$ cat config.mk
export PLATFORM = sky130hd
export DESIGN_NAME = mnist_layer_sched
export DESIGN_NICKNAME = d
export VERILOG_FILES = /design/src/rtl/mnist_layer_sched.sv
export SDC_FILE = /design/constraint.sdc
export NUM_CORES = 1
export LEC_CHECK = 0
export CAP_MARGIN = 20
export CORE_UTILIZATION = 58
export CTS_CLUSTER_DIAMETER = 100
export DETAILED_ROUTE_END_ITERATION = 6
export PLACE_DENSITY = 0.84
export SLEW_MARGIN = 10
export SYNTH_ARGS = -nofsm -noshare
export SYNTH_HDL_FRONTEND = slang
export SYNTH_SLANG_ARGS = --single-unit
export TNS_END_PERCENT = 1
$ cat constraint.sdc
create_clock -name clk_i -period 5.35 [get_ports clk_i]
set_clock_uncertainty 0.05 [all_clocks]
set_input_delay 1.07 -clock clk_i [delete_from_list [all_inputs] [get_ports clk_i]]
set_output_delay 1.07 -clock clk_i [all_outputs]
set_load 0.01 [all_outputs]
$ cat src/rtl/mnist_layer_sched.sv
// Per-image scheduler for the three-layer MNIST datapath: issues one start per
// neuron to each layer controller in order, tracks images and guards each start with a watchdog.
module mnist_layer_sched #(
  parameter int unsigned L1_N    = 64,
  parameter int unsigned L2_N    = 32,
  parameter int unsigned L3_N    = 10,
  parameter int unsigned NUM_IMG = 100,
  parameter int unsigned IMG_W   = 7,
  parameter int unsigned WDOG    = 4095
) (
  input  logic             clk_i,
  input  logic             rst_i,
  input  logic             start_i,
  input  logic             abort_i,
  input  logic             l1_done_i,
  input  logic             l2_done_i,
  input  logic             l3_done_i,
  output logic             l1_start_o,
  output logic             l2_start_o,
  output logic             l3_start_o,
  output logic [7:0]       neuron_idx_o,
  output logic [1:0]       layer_o,
  output logic [IMG_W-1:0] img_idx_o,
  output logic             img_done_o,
  output logic             busy_o,
  output logic             all_done_o,
  output logic             err_o
);

  localparam int unsigned WD_W = $clog2(WDOG + 1);
  localparam logic [7:0]       L1_LAST  = 8'(L1_N - 1);
  localparam logic [7:0]       L2_LAST  = 8'(L2_N - 1);
  localparam logic [7:0]       L3_LAST  = 8'(L3_N - 1);
  localparam logic [IMG_W-1:0] IMG_LAST = IMG_W'(NUM_IMG - 1);
  localparam logic [WD_W-1:0]  WD_LAST  = WD_W'(WDOG - 1);

  typedef enum logic [2:0] {
    S_IDLE, S_ISSUE, S_WAIT, S_NEXT_IMG, S_DONE, S_ERR
  } state_t;

  state_t           r_state;
  logic [1:0]       r_layer;
  logic [7:0]       r_nidx;
  logic [IMG_W-1:0] r_img;
  logic [WD_W-1:0]  r_wdog;
  logic             r_l1_start, r_l2_start, r_l3_start;
  logic             r_img_done, r_busy, r_all_done, r_err;

  logic             w_done_cur;
  logic             w_last_nidx;

  // Only the layer currently in flight may advance the schedule.
  always_comb begin
    w_done_cur  = 1'b0;
    w_last_nidx = 1'b0;
    unique case (r_layer)
      2'd1:    begin w_done_cur = l1_done_i; w_last_nidx = (r_nidx == L1_LAST); end
      2'd2:    begin w_done_cur = l2_done_i; w_last_nidx = (r_nidx == L2_LAST); end
      2'd3:    begin w_done_cur = l3_done_i; w_last_nidx = (r_nidx == L3_LAST); end
      default: ;
    endcase
  end

  always_ff @(posedge clk_i) begin
    if (rst_i) begin
      r_state    <= S_IDLE;
      r_layer    <= 2'd0;
      r_nidx     <= 8'd0;
      r_img      <= '0;
      r_wdog     <= '0;
      r_l1_start <= 1'b0;
      r_l2_start <= 1'b0;
      r_l3_start <= 1'b0;
      r_img_done <= 1'b0;
      r_busy     <= 1'b0;
      r_all_done <= 1'b0;
      r_err      <= 1'b0;
    end else begin
      r_l1_start <= 1'b0;
      r_l2_start <= 1'b0;
      r_l3_start <= 1'b0;
      r_img_done <= 1'b0;
      if (abort_i && r_state != S_ERR) begin
        r_state    <= S_IDLE;
        r_layer    <= 2'd0;
        r_nidx     <= 8'd0;
        r_img      <= '0;
        r_wdog     <= '0;
        r_busy     <= 1'b0;
        r_all_done <= 1'b0;
      end else begin
        unique case (r_state)
          S_IDLE, S_DONE: begin
            if (start_i) begin
              r_state    <= S_ISSUE;
              r_layer    <= 2'd1;
              r_nidx     <= 8'd0;
              r_img      <= '0;
              r_l1_start <= 1'b1;
              r_busy     <= 1'b1;
              r_all_done <= 1'b0;
            end
          end
          S_ISSUE: begin
            r_state <= S_WAIT;
            r_wdog  <= '0;
          end
          S_WAIT: begin
            if (w_done_cur) begin
              if (!w_last_nidx) begin
                r_state    <= S_ISSUE;
                r_nidx     <= r_nidx + 8'd1;
                r_l1_start <= (r_layer == 2'd1);
                r_l2_start <= (r_layer == 2'd2);
                r_l3_start <= (r_layer == 2'd3);
              end else if (r_layer != 2'd3) begin
                r_state    <= S_ISSUE;
                r_layer    <= r_layer + 2'd1;
                r_nidx     <= 8'd0;
                r_l2_start <= (r_layer == 2'd1);
                r_l3_start <= (r_layer == 2'd2);
              end else begin
                r_state    <= S_NEXT_IMG;
                r_img_done <= 1'b1;
              end
            end else if (r_wdog == WD_LAST) begin
              // A done on the final allowed cycle is taken above, so it wins.
              r_state <= S_ERR;
              r_err   <= 1'b1;
              r_busy  <= 1'b0;
            end else begin
              r_wdog <= r_wdog + WD_W'(1);
            end
          end
          S_NEXT_IMG: begin
            if (r_img == IMG_LAST) begin
              r_state    <= S_DONE;
              r_layer    <= 2'd0;
              r_nidx     <= 8'd0;
              r_busy     <= 1'b0;
              r_all_done <= 1'b1;
            end else begin
              r_state    <= S_ISSUE;
              r_img      <= r_img + IMG_W'(1);
              r_layer    <= 2'd1;
              r_nidx     <= 8'd0;
              r_l1_start <= 1'b1;
            end
          end
          S_ERR: ;
          default: r_state <= S_IDLE;
        endcase
      end
    end
  end

  assign l1_start_o   = r_l1_start;
  assign l2_start_o   = r_l2_start;
  assign l3_start_o   = r_l3_start;
  assign neuron_idx_o = r_nidx;
  assign layer_o      = r_layer;
  assign img_idx_o    = r_img;
  assign img_done_o   = r_img_done;
  assign busy_o       = r_busy;
  assign all_done_o   = r_all_done;
  assign err_o        = r_err;

endmodule

==> metrics.md <==
| Metric | Value |
|---|---|
| Vias per cell | 6.13 |
| Switch Pwr | 119 µW |
| Worst endpoint required time | 5520 ps |
| Power per cell area | 198 nW/µm² |
| Compound-Gate Fraction of Synth Area | 0.183 |
| Initial antenna violation count | 0 |
| Hold path startpoint | all_done_o$_SDFFE_PP0P_ |
| Root Driver | clkbuf_8 |
| Initial DRC Count | 181 |
| Total negative setup slack | 0 ps |
| #FFs+latches synth | 39 |
| Max-slew headroom | 0.496 |
| Met1 WL | 2410 µm |
| Synth-to-layout area growth | 18.3% |
| Netlist cell types | 50 |
| Layout cells sized above 1 | 0.0311 |
| Slew Limit Fails | 0 |
| Slowest stage delay, CP | 500 ps |
| Place WS | 2010 ps |
| Met2 wire len | 2230 µm |
| Htree depth | 2 |
| Tmin final | 3020 ps |
| Clk pin slew, worst setup/hold paths | 70 ps |
| Starting Density | 0.632 |
| Fmax | 332 MHz |
| Yosys top cell by area | dfxtp_1 |
| Post-Synth Simple-Gate Area | 0.311 |
| Clk pwr share | 0.352 |
| P_int | 394 µW |
| Net Count, Synth | 279 |
| Hold_buf cts | 0 |
| Num ports | 31 |
| # clock sinks | 39 |
| Core region area | 3470 µm² |
| Most frequent cells in the layout | dfxtp_1, clkdlybuf4s50_1, nand2_1 |
| Seq/Total Area, Yosys | 0.356 |
| Later-pin clock latency in the skew report | 290 ps |
| Avg Inst Size Synth | 8.39 µm² |
| Max VDD drop | 120 µV |
| FF-to-FF End | r_wdog[11]$_SDFFE_PP0P_ |
| Gpl congestion | 0.905 |
| Post-synthesis mux area share | 0.0366 |
| Final hold vios | 0 |
| Setup Viol. Count Final | 0 |
| Seq pwr share | 0.576 |
| Die height | 63.5 µm |
| PortBufs | 30 |
| Post-Syn Area | 2190 µm² |
| Prevailing post-synth register cell | dfxtp_1 |
| Setup ws final | 2330 ps |
| Post-DP HPWL | 3560 µm |
| CTS Buf Count | 5 |
| Crit Path Max Fanout | 8 |
| Post-CTS setup buffers | 0 |
| Post-synth EDFFs | 0 |
| Adder-Cell Fraction of Synth Area | 0.0628 |
| Residual DRC count | 0 |
| Ant diodes | 0 |
| Crit path capture type | flop |
| Final ANT Viol Nets | 0 |
| Arr. time, crit path | 3180 ps |
| Commonest non-fill, non-tap cell in the layout | dfxtp_1 |
| Sw Ratio | 0.232 |
| CP cell instances | clkdlybuf4s50_1 -> a222oi_1 -> or3_1 -> o211ai_1 -> or4_1 -> a21oi_1 |
| Worst-margin pin slew | 756 ps |
| Synth warnings | 0 |
| Synth Area in XOR/XNOR | 0.0240 |
| Vias in the first global route | 1784 |
| Die W | 63.5 µm |
| GR Overflow Total | 0 |
| Overall global routing resource usage | 0.253 |
| First-pass GRT wire length | 8060 µm |
| Syn Inst Count | 261 |
| P_leak | 0.879 nW |
| Largest net degree at the start of global routing | 19 |
| Vias | 2053 |
| TritonCTS clock tree | done |
| Critical Path Source Type | input port |
| RSZ-0062 raised after global routing | false |
| Post-cts gate resize count | 0 |
| Post-Route WL | 4950 µm |
| Combinational share of power | 0.072 |
| Max-cap viol count | 0 |
| WS Path Type | input port to flop |
| DR WL met3 | 217 µm |
| Min-delay worst type | flop to flop |
| Die ar. | 4030 µm² |
| Nets | 308 |
| Top area cells in the synthesized netlist | dfxtp_1, ha_1, a21oi_1, nand2_1, mux2i_1 |
| Worst-case clock buffer depth | 2 |
| Reg2Reg Setup Slack | 2690 ps |
| # rows | 21 |
| Ratio of final minimum period to clock period | 0.564 |
| Reg2Reg Depth | 7 |
| Slowest stage cell on the critical path | or4_1 |
| Top sig layer | met4 |
| Synth async-reset ratio | 0 |
| Status | finished clean |
| Combinational family with the most area after synthesis | simple AND/OR/NAND/NOR gates |
| Worst Hold Path EP | all_done_o$_SDFFE_PP0P_ |
| Routed length per instance | 14.8 µm |
| Number of cells on the worst hold path | 2 |
| R2R Path Start | layer_o[0]$_SDFFE_PP0P_ |
| Yosys top cell area share | 0.356 |
| DRT Pass-1 Iters | 4 |
-- worst max-delay path: cells and delay by family --
| family | cells | cell delay (ps) |
|---|---|---|
| buffers and inverters | 1 | 400 |
| AO/OA/AOI/OAI | 3 | 850 |
| AND/OR/NAND/NOR | 2 | 850 |
-- logic make-up after synthesis --
| family | count (synthesis) |
|---|---|
| AOI/OAI and AO/OA | 61 |
| buffers and inverters | 14 |
| adders and majority gates | 11 |
| xor gates and xnor gates | 6 |
| and+or+nand+nor | 122 |
| muxes | 8 |
| DFF | 39 |
-- state kept, by name, summed over array words and instances, names as in the netlist --
signal,flops
all_done_o,1
layer_o,2
l3_start_o,1
r_state,3
busy_o,1
neuron_idx_o,8
img_idx_o,7
err_o,1
l2_start_o,1
l1_start_o,1
r_wdog,12
img_done_o,1
-- layout make-up --
class,instances,area [µm²]
Inverter,5,18.8
Fill cell,280,877
Sequential cell,39,781
Tap cell,46,57.6
Clock buffer,6,72.6
Multi-Input combinational cell,208,1350
Timing Repair Buffer,31,308
-- cells in the mapped netlist (4+ instances only) --
cell and number:
dfxtp_1 39, nand2_1 23, a21oi_1 20, nor2_1 18
nand3_1 15, nor3_1 12, ha_1 11, o21ai_0 11
or3_1 9, mux2i_1 8, nand4_1 6, nor2b_1 6
o31ai_1 6, or4_1 6, a31oi_1 5, and3_1 5
clkbuf_1 5, inv_1 5, or3b_1 4
-- how the worst max path moves through the flow --
stage | depth (start not counted) | end | slack [ps] | from
2_1_floorplan | 6 | r_wdog[11]$_SDFFE_PP0P_ | 2710 | l3_done_i
4_1_cts | 6 | r_wdog[11]$_SDFFE_PP0P_ | 2310 | l3_done_i
3_5_place_dp | 6 | r_wdog[11]$_SDFFE_PP0P_ | 2010 | l3_done_i
3_3_place_gp | 6 | r_wdog[11]$_SDFFE_PP0P_ | 2120 | l3_done_i
6_report | 6 | r_wdog[11]$_SDFFE_PP0P_ | 2330 | l3_done_i
5_1_grt | 6 | r_wdog[7]$_SDFFE_PP0P_ | 2170 | l3_done_i
-- through the flow --
| stage | total power [mW] | cells | hold WS (ps) | util | area, µm² |
|---|---|---|---|---|---|
| finish | 0.513 | 335 | 407 | 0.747 | 2590 |
| CTS | 0.514 | 335 | 405 | 0.747 | 2590 |
| global placement | 0.338 | 328 | 395 | 0.724 | 2510 |
| detailed placement | 0.338 | 329 | 394 | 0.726 | 2520 |
| global route | 0.528 | 335 | 426 | 0.747 | 2590 |
| floorplan | 0.325 | 261 | 397 | - | 2190 |
-- routing by layer --
metal / up-vias / track usage
met5: - / 0
met4: 0 / 0.0994
met3: 10 / 0.0562
met2: 45 / 0.396
met1: 956 / 0.336
li1: 1042 / -
-- power by group through the flow --
stage / combinational, mW / clock (mW) / sequential, mW
3_5_place_dp: 0.0362 / 0 / 0.302
6_report: 0.0369 / 0.181 / 0.296
4_1_cts: 0.0365 / 0.182 / 0.295
3_3_place_gp: 0.0357 / 0 / 0.302
5_1_grt: 0.0402 / 0.193 / 0.296
2_1_floorplan: 0.0238 / 0 / 0.301
Note: power is estimated with default switching activity, not from simulation.
